`config.mk`:
```
export PLATFORM = sky130hd
export DESIGN_NAME = montgomery_domain_entry
export DESIGN_NICKNAME = d
export VERILOG_FILES = /design/src/rtl/montgomery_domain_entry.sv
export SDC_FILE = /design/constraint.sdc
export NUM_CORES = 1
export LEC_CHECK = 0
export BUFFER_PORTS_ARGS = -buffer_cell sky130_fd_sc_hd__buf_2
export CAP_MARGIN = 20
export CORE_ASPECT_RATIO = 1.1
export CORE_UTILIZATION = 30
export DETAILED_ROUTE_END_ITERATION = 10
export PLACE_DENSITY = 0.54
export SLEW_MARGIN = 20
export SYNTH_ARGS = -nofsm -noshare
export SYNTH_HDL_FRONTEND = slang
export SYNTH_SLANG_ARGS = --single-unit
```
`constraint.sdc`:
```
create_clock -name clk -period 3.6 [get_ports clk]
set_clock_uncertainty 0.2 [all_clocks]
set_input_delay 0.36 -clock clk [delete_from_list [all_inputs] [get_ports clk]]
set_output_delay 0.36 -clock clk [all_outputs]
set_load 0.01 [all_outputs]
```
`src/rtl/montgomery_domain_entry.sv`:
```
// montgomery_domain_entry: converts an operand a (normal domain) into the
// Montgomery domain, out = (a * 2^K) mod Q, using K iterations of modular
// doubling. One operand is in flight at a time.
//
// Ports:
//   clk        clock, all state updates on the rising edge
//   rst        synchronous active-high reset
//   in_valid   operand valid
//   in_ready   block can accept an operand (IDLE only)
//   in_data    operand a, legal range 0..Q-1
//   out_valid  result valid (DONE)
//   out_ready  downstream accepts result
//   out_data   (a * 2^K) mod Q, zero-extended
//   out_err    qualified by out_valid; operand was >= Q
//   busy       high in BUSY or DONE
`timescale 1ns/1ps

module montgomery_domain_entry #(
  parameter int unsigned Q          = 8380417,
  parameter int unsigned K          = 23,
  parameter int unsigned DATA_WIDTH = 32
) (
  input  logic                  clk,
  input  logic                  rst,
  input  logic                  in_valid,
  output logic                  in_ready,
  input  logic [DATA_WIDTH-1:0] in_data,
  output logic                  out_valid,
  input  logic                  out_ready,
  output logic [DATA_WIDTH-1:0] out_data,
  output logic                  out_err,
  output logic                  busy
);

  // Accumulator holds values 0..Q-1; doubled value needs one extra bit.
  localparam int unsigned AW  = $clog2(Q);
  localparam int unsigned DW2 = AW + 1;
  localparam int unsigned CW  = $clog2(K + 1);

  typedef enum logic [1:0] {
    S_IDLE = 2'd0,
    S_BUSY = 2'd1,
    S_DONE = 2'd2
  } state_e;

  state_e                  state_q, state_d;
  logic [AW-1:0]           acc_q, acc_d;
  logic [CW-1:0]           cnt_q, cnt_d;
  logic [DATA_WIDTH-1:0]   out_data_q, out_data_d;
  logic                    out_err_q, out_err_d;
  logic                    in_ready_q, in_ready_d;
  logic                    out_valid_q, out_valid_d;
  logic                    busy_q, busy_d;

  logic [DW2-1:0]          dbl;
  logic [DW2-1:0]          dbl_red;
  logic [AW-1:0]           acc_next;
  logic                    in_oor;

  // Modular doubling; a single conditional subtract suffices since acc < Q.
  always_comb begin
    dbl      = {acc_q, 1'b0};
    dbl_red  = (dbl >= DW2'(Q)) ? (dbl - DW2'(Q)) : dbl;
    acc_next = AW'(dbl_red);
    in_oor   = (in_data >= DATA_WIDTH'(Q));
  end

  // Next-state and output-register logic.
  always_comb begin
    state_d    = state_q;
    acc_d      = acc_q;
    cnt_d      = cnt_q;
    out_data_d = out_data_q;
    out_err_d  = out_err_q;

    case (state_q)
      S_IDLE: begin
        if (in_valid && in_ready_q) begin
          if (in_oor) begin
            out_data_d = '0;
            out_err_d  = 1'b1;
            state_d    = S_DONE;
          end else begin
            acc_d   = AW'(in_data);
            cnt_d   = '0;
            state_d = S_BUSY;
          end
        end
      end
      S_BUSY: begin
        acc_d = acc_next;
        cnt_d = cnt_q + CW'(1);
        if (cnt_q == CW'(K - 1)) begin
          out_data_d = DATA_WIDTH'(acc_next);
          out_err_d  = 1'b0;
          state_d    = S_DONE;
        end
      end
      S_DONE: begin
        if (out_ready) begin
          state_d = S_IDLE;
        end
      end
      default: state_d = S_IDLE;
    endcase

    // Handshake flags are registered decodes of the next state.
    in_ready_d  = (state_d == S_IDLE);
    out_valid_d = (state_d == S_DONE);
    busy_d      = (state_d != S_IDLE);
  end

  always_ff @(posedge clk) begin
    if (rst) begin
      state_q     <= S_IDLE;
      acc_q       <= '0;
      cnt_q       <= '0;
      out_data_q  <= '0;
      out_err_q   <= 1'b0;
      in_ready_q  <= 1'b1;
      out_valid_q <= 1'b0;
      busy_q      <= 1'b0;
    end else begin
      state_q     <= state_d;
      acc_q       <= acc_d;
      cnt_q       <= cnt_d;
      out_data_q  <= out_data_d;
      out_err_q   <= out_err_d;
      in_ready_q  <= in_ready_d;
      out_valid_q <= out_valid_d;
      busy_q      <= busy_d;
    end
  end

  assign in_ready  = in_ready_q;
  assign out_valid = out_valid_q;
  assign out_data  = out_data_q;
  assign out_err   = out_err_q;
  assign busy      = busy_q;

endmodule
```
==> metrics.yaml <==
status: "complete, but fails checks"
violations: "design-rule violations"
ys_ff_latch: 57
final-setup-viol-count: 0
vias: 3149
tightest_slew_ps: 1030
die_y_um: 110
hold_slack_ps: 111
drive_gt1_frac: 0.217
async_reset_ff_frac: 0
cp.required_ps: 3620
yosysTopAreaCellShare: 0.358
wire_per_inst_um: 16.5
dp_hpwl_um: 6780
cts_tree: "done"
ios: 72
worst-endpoint-arrival_ps: 2690
slew_headroom: 0.315
slowest_delay_ps: 620
cts_resized: 0
drc: 2
m1WireLength_um: 4580
grt_usage: 0.184
ys_types: 61
maxCapViolCount: 0
firstDrtPassIters: 8
cts_made_buffers: 9
fill_cells: 1114
seqCellArea_um2: 1140
cp_slowest_cell: "nor4_4"
fmax_mhz: 375
synth_area_um2: 3190
ant_nets: 0
post-route-cell-area_um2: 3890
ys_top_cells_by_count: "dfxtp_1 (57), nand2_1 (30), nor2_1 (27), nand3_1 (23), clkbuf_1 (22)"
met3WireLength_um: 590
dieArea_um2: 11100
postSynthAreaPerCell_um2: 8.31
routed.top_layer: "met4"
p_leak_nw: 1.50
grt_overflow: 0
finalHoldViolCount: 0
crit_path_end_kind: "register"
peakVddDrop_mv: 0.159
via_per_inst: 5.37
synth_top_area_cell: "dfxtp_1"
grt_pass1_vias: 2937
finalNetCount: 477
row_count: 39
diodes: 0
postCtsSetupRepairBufs: 0
setup.worst_path.start_class: "register"
syn_inst: 384
path_max_fanout: 11
cts_buffer_depth: 2
drv_slew: 0
wl_um: 9660
synth_edf_count: 0
core_um2: 10300
hold_path_class: "input pin to register"
grt_max_degree: 33
clkLatencyLatePin_ps: 330
yosysMostFrequentCell: "dfxtp_1"
die_w_um: 100
port_buffers: 62
grt_first_pass_wirelength_um: 15400
routed-wl-met2_um: 4280
p_per_area_nw_per_um2: 394
htree_levels: 3
period_minus_slack_ps: 2670
path_clk_slew_ps: 50
yosys_warnings: 0
multi_input_area_um2: 1890
synth.area.top_cells: "dfxtp_1 (36%), o2bb2ai_1 (4.4%), mux2i_1 (4.1%)"
synth_seq_area_share: 0.358
path_class: "register to register"
start_util: 0.309
cts_sinks: 57
rsz0062_at_grt: "false"
fin_crit_sh: 0.742
synth_flop_cell: "dfxtp_1"
path_cells: "or4_4 -> nor4_4 -> buf_4 -> o21ba_2 -> nor4_1 -> a211o_1"
synthToLayoutAreaGrowth_pct: 22.0
antenna_found_initial: 0
dr.first_iter.drc_count: 177
place.gp.congestion: 0.812
root_buffer: "clkbuf_16"
placed_cell_area_um2: 3620
hold_buffers: 0
fin_tns_setup_ps: 0
## final cells by class
| cell class | instances | area share |
|---|---|---|
| Multi-Input combinational cell | 290 | 0.485 |
| Clock buffer | 13 | 0.0668 |
| Inverter | 9 | 0.00867 |
| Clock inverter | 3 | 0.00385 |
| Tap cell | 143 | 0.0459 |
| Timing Repair Buffer | 71 | 0.0970 |
| Sequential cell | 57 | 0.293 |
## metal layers
layer / vias up / GRT usage
met1: 1485 / 0.241
met4: 0 / 0.0807
met3: 15 / 0.0359
li1: 1540 / -
met5: - / 0
met2: 109 / 0.293
## state kept, by name, indices dropped and copies added, names as in the netlist
signal,count
acc_q,23
busy,1
cnt_q,5
in_ready,1
out_data,23
out_err,1
out_valid,1
state_q,2
## cells by family after synthesis
| logic type | after synthesis | share of synthesized area |
|---|---|---|
| muxes | 14 | 0.0443 |
| adders and majority gates | 3 | 0.0118 |
| xor gates and xnor gates | 10 | 0.0274 |
| AOI/OAI and AO/OA | 100 | 0.232 |
| other | 1 | 0.00117 |
| and+or+nand+nor | 154 | 0.261 |
| DFF | 57 | 0.358 |
| buffers and inverters | 45 | 0.0651 |
## placed cells by master, fill, tap and decap left out, types with 3 or more instances in the layout
cell type and count:
a2111oi_0 3, a211oi_1 5, a21oi_1 10, a22o_1 3, a31oi_1 15, and2_1 14, buf_2 62, buf_4 9
clkbuf_16 9, clkinv_2 3, conb_1 9, dfxtp_1 57, ha_1 3, inv_1 9, mux2i_1 13, nand2_1 30
nand3_1 23, nand3b_1 4, nand4_1 10, nand4b_1 3, nor2_1 27, nor3_1 12, nor3b_1 3, nor4_1 8
o21ai_0 3, o21ai_1 6, o221ai_1 3, o22ai_1 6, o2bb2ai_1 16, o31a_1 3, or3_1 5, xnor2_1 5
xor2_1 5
## final timing paths
path | start | slack [ps] | cells after the start | endpoint
worst min-delay path | in_data[14] | 110 | 3 | acc_q[14]
worst min register to register | out_data[10] | 260 | 1 | out_data[10]
worst max-delay path | acc_q[0] | 930 | 6 | out_data[10]
worst max register to register | acc_q[0] | 930 | 6 | out_data[10]
## worst max-delay path: cells and delay by family, from the launching register on
| family | cells | cell delay [ps] |
|---|---|---|
| flip-flops | 1 | 350 |
| AO/OA/AOI/OAI | 2 | 440 |
| buffers and inverters | 1 | 280 |
| AND/OR/NAND/NOR | 3 | 1290 |
## stage by stage
step	setup slack, ps	std cells	total power, mW	util
finish	930	586	1.53	0.377
global route	778	586	1.59	0.377
CTS	920	586	1.54	0.377
detailed placement	651	570	0.751	0.350
global placement	688	570	0.751	0.349
floorplan	1260	392	0.711	-
## report_power, final
| part | internal, mW | switching, mW | total (mW) |
|---|---|---|---|
| Clock | 0.499 | 0.295 | 0.794 |
| Combinational | 0.0352 | 0.0573 | 0.0924 |
| Sequential | 0.640 | 0.00703 | 0.647 |
No activity file was read; power rests on OpenSTA's default activity.
